### config.mk
export PLATFORM = sky130hd
export DESIGN_NAME = ld_st_unit_flat
export DESIGN_NICKNAME = d
export VERILOG_FILES = /design/src/rtl/ld_st_if.sv /design/src/rtl/ld_st_unit.sv /design/src/flat_wrapper.sv
export SDC_FILE = /design/constraint.sdc
export NUM_CORES = 1
export LEC_CHECK = 0
export CAP_MARGIN = 40
export CORE_MARGIN = 2
export CORE_UTILIZATION = 40
export DETAILED_ROUTE_END_ITERATION = 8
export PLACE_DENSITY = 0.75
export SLEW_MARGIN = 10
export SYNTH_ARGS = -nofsm -noshare
export SYNTH_HDL_FRONTEND = slang
export SYNTH_SLANG_ARGS = --single-unit
### constraint.sdc
create_clock -name clk -period 1.6 [get_ports clk]
set_input_delay 0.24 -clock clk [delete_from_list [all_inputs] [get_ports clk]]
set_output_delay 0.24 -clock clk [all_outputs]
set_load 0.1 [all_outputs]
### src/rtl/ld_st_if.sv
// Pipeline-side and memory-side signals of the load/store unit, bundled as one port.
// The slave modport is the unit; the master modport is the pipeline/memory environment.
interface ld_st_if;
    logic        start;
    logic [2:0]  ldst_ctrl;
    logic [31:0] addr;
    logic [31:0] store_data;
    logic        mem_req;
    logic [31:0] mem_addr;
    logic [3:0]  mem_we;
    logic [31:0] mem_wdata;
    logic        mem_ready;
    logic [31:0] mem_rdata;
    logic [31:0] load_data;
    logic        done;
    logic        stall;
    logic        misalign;
    logic        bus_err;

    modport slave (
        input  start, ldst_ctrl, addr, store_data, mem_ready, mem_rdata,
        output mem_req, mem_addr, mem_we, mem_wdata, load_data, done, stall, misalign, bus_err
    );

    modport master (
        output start, ldst_ctrl, addr, store_data, mem_ready, mem_rdata,
        input  mem_req, mem_addr, mem_we, mem_wdata, load_data, done, stall, misalign, bus_err
    );
endinterface

### src/rtl/ld_st_unit.sv
// Byte/half/word load-store unit: aligns stores onto big-endian byte lanes, extends loads,
// and bounds each memory request with an 8-bit timeout.
module ld_st_unit (
    input  logic     clk,
    input  logic     rst,
    ld_st_if.slave   bus
);
    localparam logic [2:0] OP_LB  = 3'd0;
    localparam logic [2:0] OP_LH  = 3'd1;
    localparam logic [2:0] OP_LW  = 3'd2;
    localparam logic [2:0] OP_LBU = 3'd3;
    localparam logic [2:0] OP_LHU = 3'd4;
    localparam logic [2:0] OP_SB  = 3'd5;
    localparam logic [2:0] OP_SH  = 3'd6;
    localparam logic [2:0] OP_SW  = 3'd7;
    localparam int unsigned CNT_W = 8;

    typedef enum logic [1:0] {IDLE, REQ, DONE, ERR} state_t;

    state_t             state;
    logic [2:0]         ctrl_q;
    logic [1:0]         off_q;
    logic [CNT_W-1:0]   cnt;
    logic               mem_req_q;
    logic [31:0]        mem_addr_q;
    logic [3:0]         mem_we_q;
    logic [31:0]        mem_wdata_q;
    logic [31:0]        load_data_q;
    logic               done_q;
    logic               misalign_q;
    logic               bus_err_q;

    logic               misaligned_c;
    logic [3:0]         we_c;
    logic [31:0]        wdata_c;
    logic [7:0]         byte_c;
    logic [15:0]        half_c;
    logic [31:0]        ld_c;
    logic               is_load_c;

    // Store lane steering and alignment check on the live request
    always_comb begin
        misaligned_c = 1'b0;
        we_c         = 4'b0000;
        wdata_c      = bus.store_data;
        case (bus.ldst_ctrl)
            OP_LH, OP_LHU: misaligned_c = bus.addr[0];
            OP_LW:         misaligned_c = (bus.addr[1:0] != 2'b00);
            OP_SB: begin
                we_c    = 4'b1000 >> bus.addr[1:0];
                wdata_c = {4{bus.store_data[7:0]}};
            end
            OP_SH: begin
                misaligned_c = bus.addr[0];
                we_c         = bus.addr[1] ? 4'b0011 : 4'b1100;
                wdata_c      = {2{bus.store_data[15:0]}};
            end
            OP_SW: begin
                misaligned_c = (bus.addr[1:0] != 2'b00);
                we_c         = 4'b1111;
            end
            default: ;
        endcase
    end

    // Load extraction from the latched op; byte offset k lives at bits [31-8k -: 8]
    always_comb begin
        byte_c    = 8'(bus.mem_rdata >> {~off_q, 3'b000});
        half_c    = off_q[1] ? bus.mem_rdata[15:0] : bus.mem_rdata[31:16];
        is_load_c = (ctrl_q <= OP_LHU);
        case (ctrl_q)
            OP_LB:   ld_c = {{24{byte_c[7]}}, byte_c};
            OP_LBU:  ld_c = {24'd0, byte_c};
            OP_LH:   ld_c = {{16{half_c[15]}}, half_c};
            OP_LHU:  ld_c = {16'd0, half_c};
            default: ld_c = bus.mem_rdata;
        endcase
    end

    always_ff @(posedge clk) begin
        if (rst) begin
            state       <= IDLE;
            ctrl_q      <= 3'd0;
            off_q       <= 2'd0;
            cnt         <= '0;
            mem_req_q   <= 1'b0;
            mem_addr_q  <= 32'd0;
            mem_we_q    <= 4'b0000;
            mem_wdata_q <= 32'd0;
            load_data_q <= 32'd0;
            done_q      <= 1'b0;
            misalign_q  <= 1'b0;
            bus_err_q   <= 1'b0;
        end else begin
            done_q     <= 1'b0;
            misalign_q <= 1'b0;
            bus_err_q  <= 1'b0;
            case (state)
                IDLE: begin
                    if (bus.start) begin
                        if (misaligned_c) begin
                            state      <= ERR;
                            misalign_q <= 1'b1;
                        end else begin
                            state       <= REQ;
                            ctrl_q      <= bus.ldst_ctrl;
                            off_q       <= bus.addr[1:0];
                            cnt         <= '0;
                            mem_req_q   <= 1'b1;
                            mem_addr_q  <= {bus.addr[31:2], 2'b00};
                            mem_we_q    <= we_c;
                            mem_wdata_q <= wdata_c;
                        end
                    end
                end
                REQ: begin
                    if (bus.mem_ready) begin
                        state     <= DONE;
                        mem_req_q <= 1'b0;
                        mem_we_q  <= 4'b0000;
                        done_q    <= 1'b1;
                        if (is_load_c) begin
                            load_data_q <= ld_c;
                        end
                    end else if (cnt == {CNT_W{1'b1}}) begin
                        state     <= ERR;
                        mem_req_q <= 1'b0;
                        mem_we_q  <= 4'b0000;
                        bus_err_q <= 1'b1;
                    end else begin
                        cnt <= cnt + CNT_W'(1);
                    end
                end
                default: state <= IDLE;
            endcase
        end
    end

    assign bus.mem_req   = mem_req_q;
    assign bus.mem_addr  = mem_addr_q;
    assign bus.mem_we    = mem_we_q;
    assign bus.mem_wdata = mem_wdata_q;
    assign bus.load_data = load_data_q;
    assign bus.done      = done_q;
    assign bus.misalign  = misalign_q;
    assign bus.bus_err   = bus_err_q;
    // Hold the pipeline while a request is outstanding or being presented
    assign bus.stall     = (state == REQ) || ((state == IDLE) && bus.start);

endmodule

### src/flat_wrapper.sv
// flat-port wrapper written by rule: the top's interface ports become plain ports
module ld_st_unit_flat 
  (clk, rst, bus_start, bus_ldst_ctrl, bus_addr, bus_store_data, bus_mem_ready, bus_mem_rdata, bus_mem_req, bus_mem_addr, bus_mem_we, bus_mem_wdata, bus_load_data, bus_done, bus_stall, bus_misalign, bus_bus_err);
  ld_st_if bus_i ();
  input  logic clk;
  input  logic rst;
  input wire logic [$bits(bus_i.start)-1:0] bus_start;
  input wire logic [$bits(bus_i.ldst_ctrl)-1:0] bus_ldst_ctrl;
  input wire logic [$bits(bus_i.addr)-1:0] bus_addr;
  input wire logic [$bits(bus_i.store_data)-1:0] bus_store_data;
  input wire logic [$bits(bus_i.mem_ready)-1:0] bus_mem_ready;
  input wire logic [$bits(bus_i.mem_rdata)-1:0] bus_mem_rdata;
  output wire logic [$bits(bus_i.mem_req)-1:0] bus_mem_req;
  output wire logic [$bits(bus_i.mem_addr)-1:0] bus_mem_addr;
  output wire logic [$bits(bus_i.mem_we)-1:0] bus_mem_we;
  output wire logic [$bits(bus_i.mem_wdata)-1:0] bus_mem_wdata;
  output wire logic [$bits(bus_i.load_data)-1:0] bus_load_data;
  output wire logic [$bits(bus_i.done)-1:0] bus_done;
  output wire logic [$bits(bus_i.stall)-1:0] bus_stall;
  output wire logic [$bits(bus_i.misalign)-1:0] bus_misalign;
  output wire logic [$bits(bus_i.bus_err)-1:0] bus_bus_err;
  assign bus_i.start = bus_start;
  assign bus_i.ldst_ctrl = bus_ldst_ctrl;
  assign bus_i.addr = bus_addr;
  assign bus_i.store_data = bus_store_data;
  assign bus_i.mem_ready = bus_mem_ready;
  assign bus_i.mem_rdata = bus_mem_rdata;
  assign bus_mem_req = bus_i.mem_req;
  assign bus_mem_addr = bus_i.mem_addr;
  assign bus_mem_we = bus_i.mem_we;
  assign bus_mem_wdata = bus_i.mem_wdata;
  assign bus_load_data = bus_i.load_data;
  assign bus_done = bus_i.done;
  assign bus_stall = bus_i.stall;
  assign bus_misalign = bus_i.misalign;
  assign bus_bus_err = bus_i.bus_err;
  ld_st_unit u_core (.clk(clk), .rst(rst), .bus(bus_i));
endmodule
== Word-level counts from Yosys, hierarchy flattened ==
Cells that the tools add are included.
Storage, ports and cells
  logic and storage cells: 82
  output and inout port bits: 105
  input port bits: 103
  register bits after elaboration: 117
Cells by class
  order comparisons: 1
  multiplexer cells: 29
  bitwise gates (word level): 5
  shifts and indexed selects: 2
  reductions and logical operators: 16
  add/sub/neg operators: 1
  equal/unequal tests: 16
Operators with widths (number)
  $pmux W32 S4: 1
  $pmux W32 S2: 1
  $mux W8: 4
  $shr A32 B5 Y8: 1
  $mux W4: 5
  $mux W16: 1
  $pmux W8 S2: 1
  $eq A3 B3 Y1 const B: 5
  $pmux W4 S3: 1
  $reduce_or A3 Y1: 3
  $add A8 B1 Y8 const B: 1
  $eq A8 B8 Y1 const B: 1
  $mux W2: 4
  $ne A2 B2 Y1 const B: 4
  $pmux W4 S2: 1
  $mux W1: 7
  $eq A3 B1 Y1 const B: 2
  $eq A3 B2 Y1 const B: 2
  $reduce_and A3 Y1: 2
  $reduce_and A5 Y1: 1
  $not A1 Y1: 4
  $pmux W1 S2: 2
  $pmux W2 S2: 1
  $reduce_and A4 Y1: 1
  other kinds (12): 14

== Depth between registers and ports, before layout ==
  word-level depth: 6
  depth in mapped cells: 8
  depth with buffers taken out: 6

== Worst setup path before layout ==
Ideal clock, no wire load.
  path type: reg-to-output
  from: register u_core.state[0]
  to: output bus_stall
  stages on the path, launching flop included: 4
  setup slack: -410 ps
  arrival: 1770 ps
  buffers on the path: 1
  cell sequence: dfxtp_1 -> buf_2 -> nor2_1 -> nor2_1
Between the ends
  cells in the longest elaborated chain, start to end: 3
  elaborated cells between the ends (all ways): 4
  those cells by class: eq/ne (1); reduce/logical (3)
RTL lines
  from (decl): line ld_st_unit.sv:20  | state_t state;
  from (signal assigned): line ld_st_unit.sv:82  | state <= IDLE;
  from (signal assigned): line ld_st_unit.sv:102  | state <= ERR;
  from (signal assigned): line ld_st_unit.sv:105  | state <= REQ;
  $logic_not A2 Y1: line ld_st_unit.sv:148  | assign bus.stall = (state == REQ) || ((state == IDLE) && bus.start);
  $logic_and A1 B1 Y1: line ld_st_unit.sv:148
  $logic_or A1 B1 Y1 *: line ld_st_unit.sv:148
  to (decl): line flat_wrapper.sv:19  | output wire logic [$bits(bus_i.stall)-1:0] bus_stall;
Every way passes the cells marked *; elsewhere a longest branch is shown, timed or not.

== Worst setup path after layout ==
  from: register u_core.off_q[0]
  to: register u_core.load_data_q[23], in the netlist u_core.bus.load_data[23]
Between the ends
  cells in the longest elaborated chain, start to end: 3
RTL lines
  from (decl): line ld_st_unit.sv:22  | logic [1:0] off_q;
  from (signal assigned): line ld_st_unit.sv:107  | off_q <= bus.addr[1:0];
  $not A2 Y2: line ld_st_unit.sv:68  | byte_c = 8'(bus.mem_rdata >> {~off_q, 3'b000});
  $shr A32 B5 Y8: line ld_st_unit.sv:68
  $pmux W32 S4: line ld_st_unit.sv:71  | case (ctrl_q)
  to (signal assigned): line ld_st_unit.sv:123  | load_data_q <= ld_c;
  to (decl): line ld_st_unit.sv:28  | logic [31:0] load_data_q;
Every way passes these cells.
A chain may end at the register's enable or synchronous reset.

==> summary.md <==
| Metric | Value |
|---|---|
| Initial core utilization | 0.4069 |
| Worst path buffer plus inverter count | 1 |
| Fraction of registers with async set/reset | 0 |
| Final hold vios | 0 |
| IO Port Bufs | 205 |
| Vias in the first global route | 6189 |
| Clk_skew | 0.009238 ns |
| Fin worst setup slack | -0.07925 ns |
| Vias per inst | 5.678 |
| Max-slew violations | 0 |
| Pwr/cell area | 1136 nW/um^2 |
| Synthesized flop and latch total | 117 |
| Number of placement rows | 42 |
| Ys flop type | dfxtp_1 |
| Max-cap viol count | 0 |
| Most frequent cells in the layout | nand2_1 (109), buf_12 (109), dfxtp_1 (108), clkdlybuf4s50_1 (95), buf_4 (74) |
| First-pass GRT wire length | 31480 microns |
| GR Overflow Total | 0 |
| Setup Crit Path Kind | flip-flop to flip-flop |
| Most used cell, CP | a211oi_1 |
| Worst-path fanout max | 16 |
| Top post-synthesis cells by area | dfxtp_1 (44%), nand2_1 (7.8%), a21oi_1 (5.4%), nor2_1 (4.7%), a211oi_1 (4.6%) |
| Register Area | 2366 sq um |
| # hold bufs at CTS | 0 |
| Initial antenna violation count | 1 |
| Worst hold-check path type | input port to flip-flop |
| Post-synthesis sequential area ratio | 0.4382 |
| Cells after Synth | 628 |
| Peak VDD IR | 1.059 mV |
| Final #Nets | 992 |
| Yosys top cell area share | 0.4382 |
| Failing checks | negative setup slack |
| Post-synth EDFFs | 0 |
| Share of layout cells above drive strength 1 | 0.3407 |
| Initial DRT Pass Iterations | 7 |
| Overall routed net length | 21250 microns |
| Root buf cell | clkbuf_16 |
| WP data arrival | 1.96 ns |
| Final Instance Area | 10210 sq um |
| Final worst path period need | 1.679 ns |
| Clock Pin Slew Worst Setup and Hold Paths | 0.06 ns |
| Synth Area per Inst | 8.511 sq um |
| Endpoint class of the critical path | flip-flop |
| CP max-delay cell | mux4_2 |
| Clock sink count | 117 |
| Largest net degree at the start of global routing | 88 |
| RSZ-0062 raised after global routing | true |
| IO Count | 208 |
| Synth warnings | 0 |
| Skew-Pair Late Insertion Delay | 0.42 ns |
| Die footprint | 14300 sq um |
| Area of the core | 13140 sq um |
| CTS Buf Count | 17 |
| Die W | 119.6 microns |
| CP required | 1.88 ns |
| Initial DRC count | 518 |
| FMAX | 595.5 MHz |
| LEAKAGE | 0.003886 uW |
| CP Launch Type | flip-flop |
| DP Area | 8997 sq um |
| Clock tree buffer depth | 2 |
| Via count | 6121 |
| Leading area contributor after synthesis | dfxtp_1 |
| Final Core Density | 0.7773 |
| Post-Syn Area | 5345 sq um |
| Filler instances | 780 |
| Outcome | finished, violations left |
| Area delta synth->final | 91.06% |
| Distinct cells, synth | 55 |
| Post-DP HPWL | 13570 microns |
| Global-route usage over all layers | 0.2784 |
| WL/cell | 19.71 microns |
| Peak per-stage delay on the critical path | 0.52 ns |
| Post-route clock period utilization | 1.050 |
| Drc violations | 0 |
| Clock tree from TritonCTS | built |
| ANT nets after route | 0 |
| Delay-heaviest family, CP | multiplexers |
| H-tree Lvls | 4 |
| GPL Wtd Cong | 0.8757 |
| Die Y | 119.6 microns |
| Setup violators final | 20 |
| Area of the multi-input gates | 2998 sq um |
| CP cell instances | mux4_2, nand2b_1, a211oi_1, nor3_2, buf_6, a211oi_1 |
==> Yosys cell counts (2+ instances only) <==
| cell | instances |
|---|---|
| nor4_1 | 3 |
| o32ai_1 | 7 |
| a211oi_1 | 33 |
| nand3_1 | 3 |
| buf_6 | 6 |
| nand2_1 | 111 |
| o31ai_1 | 5 |
| a2111oi_2 | 3 |
| a22o_1 | 13 |
| buf_2 | 21 |
| nor3_1 | 19 |
| o22ai_1 | 4 |
| clkbuf_1 | 19 |
| inv_1 | 4 |
| o21ai_0 | 14 |
| a221oi_1 | 17 |
| or3_1 | 2 |
| dfxtp_1 | 117 |
| o21ba_2 | 3 |
| nand4_1 | 3 |
| a222oi_1 | 4 |
| xnor2_1 | 2 |
| nor3_2 | 2 |
| or4_1 | 7 |
| mux2_2 | 7 |
| buf_4 | 8 |
| a21oi_1 | 58 |
| nor2_1 | 67 |
| nand2b_1 | 12 |
| a22oi_1 | 4 |
| mux2i_1 | 21 |
| nor2b_1 | 6 |
==> where the power goes <==
part / switching (uW) / internal [uW] / total, uW
clock: 1410 / 2840 / 4260
combinational: 2390 / 1590 / 3980
sequential: 243 / 3120 / 3370
==> worst reg2reg max path: stages, from the launching register on <==
cell and delay (ns):
dfxtp_4 0.38, mux4_2 0.52, nand2b_1 0.12, a211oi_1 0.09, nor3_2 0.15, buf_6 0.20
a211oi_1 0.10
==> area by class of cell <==
cell class              instances  share of cell area
repair buffers                294              0.3872
flip-flops and latches        117              0.2317
diodes                          1           0.0002450
clock buffers                  20             0.04472
multi-input cells             454              0.2936
inverters                       4            0.001470
clock inverters                12             0.01960
well taps                     176             0.02156
==> final timing paths <==
path / from / end / slack [ns] / cells after the start
hold reg to reg: u_core.bus.mem_addr[17]$_SDFFE_PP0P_ / u_core.bus.mem_addr[17]$_SDFFE_PP0P_ / 0.49 / 2
setup reg to reg: u_core.off_q[0]$_SDFFE_PP0P_ / u_core.bus.load_data[23]$_SDFFE_PP0P_ / -0.08 / 6
hold / removal: rst / u_core.state[0]$_SDFFE_PP0P_ / 0.15 / 3
setup / recovery: u_core.off_q[0]$_SDFFE_PP0P_ / u_core.bus.load_data[23]$_SDFFE_PP0P_ / -0.08 / 6
==> routing by layer <==
layer	global-route usage	part of all wire	up-vias
li1	-	-	2782
met1	0.2952	0.35	2901
met2	0.4868	0.51	365
met3	0.09981	0.094	73
met4	0.1397	0.038	0
met5	0	0	-
==> cells by family (layout without fill, tap and decap cells) <==
| family | Yosys count | in the layout | synth area share |
|---|---|---|---|
| AND/OR/NAND/NOR | 243 | 243 | 0.2022 |
| buffers and inverters | 58 | 330 | 0.05969 |
| XOR/XNOR | 2 | 2 | 0.003278 |
| multiplexers | 30 | 30 | 0.06109 |
| flip-flops | 117 | 117 | 0.4382 |
| AO/OA/AOI/OAI | 176 | 176 | 0.2324 |
| adder cells (fa/ha/maj) | 1 | 1 | 0.002340 |
| other | 1 | 3 | 0.0007016 |
==> metrics by stage <==
step	hold slack [ns]	worst slack [ns]	setup TNS (ns)	std cells	power, uW
floorplan	0.3185	-0.09667	-1.091	629	5521
global placement	0.4658	-0.5603	-50.11	1031	7008
detailed placement	0.4852	-0.7613	-57.22	1031	7076
CTS	0.1373	-0.06460	-0.8944	1070	11430
global route	0.1428	-0.1285	-2.718	1078	11940
finish	0.1503	-0.07925	-1.183	1078	11610
==> sequential cells by signal, summed over array words and instances (netlist names) <==
| signal | flops |
|---|---|
| u_core.state | 2 |
| u_core.bus.load_data | 32 |
| u_core.ctrl_q | 3 |
| u_core.cnt | 8 |
| u_core.bus.mem_req | 1 |
| u_core.bus.bus_err | 1 |
| u_core.bus.done | 1 |
| u_core.bus.mem_addr | 30 |
| u_core.bus.misalign | 1 |
| u_core.off_q | 2 |
| u_core.bus.mem_we | 4 |
| u_core.bus.mem_wdata | 32 |
==> what timing repair did <==
| action | in CTS | in global routing |
|---|---|---|
| endpoints found under the setup margin | 106 | 106 |
| pin swaps | 8 | 11 |
| setup buffers | 4 | 5 |
| gates resized for setup | 39 | 56 |
| gates cloned | 3 | 2 |
No activity file was read; power rests on OpenSTA's default activity.
